===== src/rtl/jk_reg_bank.sv =====
// WIDTH-channel JK register bank with clear/preset, load, up-count and shift-left modes.
// Define JK_BANK_CHANGE_FLAG_EN to add the registered 'changed' output.
module jk_reg_bank #(
  parameter int              WIDTH      = 4,
  parameter logic [WIDTH-1:0] PRESET_VAL = {WIDTH{1'b1}}
) (
  input  logic             clk,
  input  logic             clear,
  input  logic             preset,
  input  logic             en,
  input  logic [1:0]       mode,
  input  logic [WIDTH-1:0] j,
  input  logic [WIDTH-1:0] k,
  input  logic [WIDTH-1:0] d,
  input  logic             sin,
  output logic [WIDTH-1:0] q,
  output logic [WIDTH-1:0] q_not,
  output logic             tc,
`ifdef JK_BANK_CHANGE_FLAG_EN
  output logic             changed,
`endif
  output logic             sout
);

  localparam logic [1:0] MODE_JK    = 2'b00;
  localparam logic [1:0] MODE_LOAD  = 2'b01;
  localparam logic [1:0] MODE_COUNT = 2'b10;
  localparam logic [1:0] MODE_SHIFT = 2'b11;

  localparam logic [WIDTH-1:0] ONE = {{(WIDTH-1){1'b0}}, 1'b1};

  logic [WIDTH-1:0] q_next;
  logic             tc_next;
  logic             sout_next;

  // Priority: clear > preset > !en > mode. Disabled edges and non-count modes drop tc.
  always_comb begin
    q_next    = q;
    tc_next   = 1'b0;
    sout_next = sout;
    if (clear) begin
      q_next    = '0;
      sout_next = 1'b0;
    end else if (preset) begin
      q_next    = PRESET_VAL;
      sout_next = 1'b0;
    end else if (en) begin
      case (mode)
        // JK characteristic equation applied bitwise
        MODE_JK:    q_next = (q & ~k) | (~q & j);
        MODE_LOAD:  q_next = d;
        MODE_COUNT: begin
          q_next  = q + ONE;
          tc_next = &q;
        end
        MODE_SHIFT: begin
          q_next    = {q[WIDTH-2:0], sin};
          sout_next = q[WIDTH-1];
        end
        default:    q_next = q;
      endcase
    end
  end

  always_ff @(posedge clk) begin
    if (clear) begin
      q    <= '0;
      tc   <= 1'b0;
      sout <= 1'b0;
    end else begin
      q    <= q_next;
      tc   <= tc_next;
      sout <= sout_next;
    end
  end

`ifdef JK_BANK_CHANGE_FLAG_EN
  always_ff @(posedge clk) begin
    if (clear) changed <= 1'b0;
    else       changed <= (q_next != q);
  end
`endif

  assign q_not = ~q;

endmodule

===== config.mk =====
export PLATFORM = sky130hd
export DESIGN_NAME = jk_reg_bank
export DESIGN_NICKNAME = d
export VERILOG_FILES = /design/src/rtl/jk_reg_bank.sv
export SDC_FILE = /design/constraint.sdc
export NUM_CORES = 1
export LEC_CHECK = 0
export CORE_AREA = 2 2 39 41
export DETAILED_ROUTE_END_ITERATION = 8
export DIE_AREA = 0 0 41 43
export HOLD_SLACK_MARGIN = 0.05
export PLACE_DENSITY = 0.74
export SLEW_MARGIN = 20
export SYNTH_ARGS = -nofsm -noshare
export SYNTH_HDL_FRONTEND = slang
export SYNTH_SLANG_ARGS = --single-unit

===== constraint.sdc =====
create_clock -name clk -period 1.9 [get_ports clk]
set_input_delay 0.57 -clock clk [delete_from_list [all_inputs] [get_ports clk]]
set_output_delay 0.57 -clock clk [all_outputs]
set_load 0.02 [all_outputs]

==> results.txt <==
- The run finished with clean final reports.
- Antenna viol nets, final: 0
* Worst slew pin tran: ~300 ps
- Share of cell area taken by muxes after synthesis: 9.62%
- Area delta synth->final: 89.2%
- Max-cap viol count: 0
* Pleak: 0.354 nW
* Hold slack: ~540 ps
- In this run the critical register-to-register path is launched from q[1].
- The floorplan step set the die width to ~40 um.
- Once placement finished, the instance area stood at 785 um^2.
* Cell area after layout: 812 um^2
* Critical path endpoint category: output pin
* Critical Path Start Type: flip-flop
* Number of levels the H-tree was split into: 1
- # rows: 14
- The number of pins exceeding their max-slew limit in the final report came to 0.
* Mapped Nets: 78
- After legalization and detailed placement, the total HPWL measured 1130 um.
- Across the routed clock network, the largest skew measured is roughly 10 ps.
* Vias in the first global route: 559
* TritonCTS clock tree: done
- Setup violations remaining at the end of the flow were counted as 0.
- On the worst path, the slowest cell contributes a delay of 600 ps.
- Portion of the post-synthesis area used by sequential elements: 28.0%
- Clock-pin slew reported for the worst setup and hold paths after clock tree synthesis: approximately 40 ps
- Data arrives at the worst endpoint at ~1300 ps.
- In this run, CTS created clock tree buffers numbering 3.
- 29 I/O pins were placed.
- CTS placed an instance of sky130_fd_sc_hd__clkbuf_4 at the clock tree root.
- Instance count after placement with tap cells included: 109
- For this design, the slowest cell found on the critical path is sky130_fd_sc_hd__clkdlybuf4s50_1.
* Post-route DRC: 0
- Critical path's top delay family: buffers and inverters
- Mean instance size in the synthesized netlist: 7.40 um^2
* Antenna diode instance count: 0
- Final critical path time including I/O delays and setup: 1820 ps
- The first global-routing pass estimated 2260 um of wire.
- Setup repair after global routing left no endpoint under its margin.
- Global routing consumed, on the met1 layer, slightly below 20% of the routing resources.
- Buffer and inverter count on the worst path: 2
- Post-placement setup slack: -28.7 ps
- Adder and majority cell fraction of the synthesized area: a little under 3%
* Maximum achievable frequency: 0.550 GHz
- Synthesis inferred 6 register bits.
- The core region is around 1400 um^2.
- Number of different library cells in the post-synthesis netlist: 26
* Clock sink count: 6
- Power spread over the standard cell area amounts to 553 nW/um^2.
- Dividing the final minimum period by the clock period gives 95.7%.
- Chip height: 43 um
* Synthesized instance count: 58
- Pin count of the biggest net entering global routing: 10
* Routability-driven placement congestion ratio: 0.805
* Fraction of final layout cells with drive strength greater than 1: 14.6%
- Wires add up to between 1000 and 1500 um.
- Summing the areas of all and, or, nand and nor instances in the mapped netlist gives 21.3% of the synthesized area.
- In this run the cell area of the synthesized design comes to 429 um^2.
- Walking the worst path, the cells encountered are inv_1 -> clkdlybuf4s50_1.
- Final hold violation count: 0
* Port Buffers: 28
- Clock Tree Buf Depth: 2
- Clock Latency Late Sink: 250 ps
- In this run the worst setup path begins at q[3].
- Yosys printed 0 warnings.
- Number of vias per cell after detailed routing: 5.31
- Along the worst path, the maximum fanout reaches 5.
- Across all layers, the routed design uses 595 vias.
- Crit Path Class: flip-flop to output pin
* Power Total: 0.449 mW
- Met3 Resource Use GR: 5.24%
- Met2 routing resource usage after global routing: between 30% and 40%
- The synthesized netlist devotes 27.1% of its cell area to compound gates.
- Congestion Overflow GR: 0
* Worst setup slack after layout: between 80 and 90 ps
* Most utilized layer in the global route result: met2
- Final cell count without fillers: 112
- For this block, the initial DRC count from the detailed router was 22.
- The first detailed-routing pass took 4 iterations.
- Once layout is complete, the utilization of the core stands at 58.7%.
* Worst max-slew margin expressed relative to the limit: 79.8%
- At the end of the flow, the number of nets in the layout was about 120.
- In this run the most critical hold path is launched from sout.
* Initial core utilization: 31.0%
- The die covers 1760 um^2.
* Total global-route track usage: 18.2%
* CP required: around 1300 ps
* Hold-fix buffer count after cts: 0
- IR analysis of the VDD net gives a maximum drop of 0.246 mV.
- Post-synthesis share of cell area spent on xor and xnor gates: 2.04%
* Combinational family with the most area after synthesis: compound AO/OA/AOI/OAI gates
- In the final timing run, aggregate negative setup slack is 0 ps.
- In the final routed layout, each cell accounts on average for roughly 13 um.
- Antenna violations before repair: 0
- The filler cells instantiated in the layout total 126.
- Classification of the worst-slack hold path: flip-flop to flip-flop
## what timing repair did
| action | 4_1_cts | 5_1_grt |
|---|---|---|
| resized for setup | 0 | 2 |
| setup buffers | 0 | 0 |
| setup endpoints to repair | 0 | 2 |
## cell usage after synthesis
library cell               count  area share, %
sky130_fd_sc_hd__a211oi_1      1            1.7
sky130_fd_sc_hd__a21oi_1       6            7.0
sky130_fd_sc_hd__a31oi_1       3            4.4
sky130_fd_sc_hd__and2b_1       1            1.7
sky130_fd_sc_hd__buf_2         1            1.2
sky130_fd_sc_hd__buf_4         1            1.7
sky130_fd_sc_hd__dfxtp_1       6             28
sky130_fd_sc_hd__ha_1          1            2.9
sky130_fd_sc_hd__inv_1         5            4.4
sky130_fd_sc_hd__inv_2         2            1.7
sky130_fd_sc_hd__mux2_1        1            2.6
sky130_fd_sc_hd__mux2i_1       3            7.0
sky130_fd_sc_hd__nand2_1       3            2.6
sky130_fd_sc_hd__nand2b_1      1            1.5
sky130_fd_sc_hd__nand3_1       3            3.5
sky130_fd_sc_hd__nor2_1        3            2.6
sky130_fd_sc_hd__nor3_1        4            4.7
sky130_fd_sc_hd__nor4_1        1            1.5
sky130_fd_sc_hd__o211ai_1      3            5.2
sky130_fd_sc_hd__o21ai_0       2            2.3
sky130_fd_sc_hd__o21ai_1       1            1.2
sky130_fd_sc_hd__o22ai_1       2            2.9
sky130_fd_sc_hd__o311a_1       1            2.3
sky130_fd_sc_hd__or3_1         1            1.5
sky130_fd_sc_hd__or4_1         1            1.7
sky130_fd_sc_hd__xnor2_1       1            2.0
## layout make-up
type / instances / area, um^2 / area share, %
timing repair buffer: 37 / 353 / 43.5
multi-input combinational: 43 / 270 / 33.3
tap: 16 / 20.0 / 2.47
clock buffer: 3 / 22.5 / 2.77
inverter: 7 / 26.3 / 3.24
sequential: 6 / 120 / 14.8
## flip-flops by register name, indices dropped and copies added, names as in the netlist
name	flops
tc	1
q	4
sout	1
## placed cells by master, fill, tap and decap left out, types with 2 or more instances in the layout
cell type | Yosys | routed
sky130_fd_sc_hd__mux2i_1 | 3 | 3
sky130_fd_sc_hd__buf_4 | 1 | 9
sky130_fd_sc_hd__inv_1 | 5 | 5
sky130_fd_sc_hd__a21oi_1 | 6 | 6
sky130_fd_sc_hd__nor2_1 | 3 | 3
sky130_fd_sc_hd__inv_2 | 2 | 2
sky130_fd_sc_hd__clkdlybuf4s50_1 | 0 | 26
sky130_fd_sc_hd__dlymetal6s2s_1 | 0 | 2
sky130_fd_sc_hd__clkbuf_4 | 0 | 3
sky130_fd_sc_hd__nor3_1 | 4 | 4
sky130_fd_sc_hd__dfxtp_1 | 6 | 6
sky130_fd_sc_hd__nand2_1 | 3 | 3
sky130_fd_sc_hd__o21ai_0 | 2 | 2
sky130_fd_sc_hd__o22ai_1 | 2 | 2
sky130_fd_sc_hd__nand3_1 | 3 | 3
sky130_fd_sc_hd__o211ai_1 | 3 | 3
sky130_fd_sc_hd__a31oi_1 | 3 | 3
## worst min-delay path, cell delays in order (launching register included)
cell and delay [ps]:
sky130_fd_sc_hd__dfxtp_1 310, sky130_fd_sc_hd__mux2i_1 130, sky130_fd_sc_hd__nor3_1 60
## per-layer routing
metal  up-vias  wire length (um)
li1        292                 -
met1       267               566
met2        34               736
met3         2               172
met4         0                14
met5         -                 0
## cells by family (layout without fill, tap and decap cells)
logic type | count (synthesis) | in the layout
fa+ha+maj | 1 | 1
compound gates | 19 | 19
buf+inv | 9 | 47
mux | 4 | 4
flops | 6 | 6
simple gates | 18 | 18
xor+xnor | 1 | 1
## worst paths after layout
kind,to,slack [ps],cells after the start
hold / removal,sout,540,2
setup reg to reg,q[2],530,5
hold reg to reg,sout,540,2
setup / recovery,q_not[3],80,2
## power breakdown
group	total (mW)	switching (mW)	internal, mW
registers	0.143	0.00782	0.135
clock network	0.122	0.0498	0.0717
logic	0.185	0.0833	0.102
total	0.449	0.141	0.308
No activity file was read; power rests on OpenSTA's default activity.
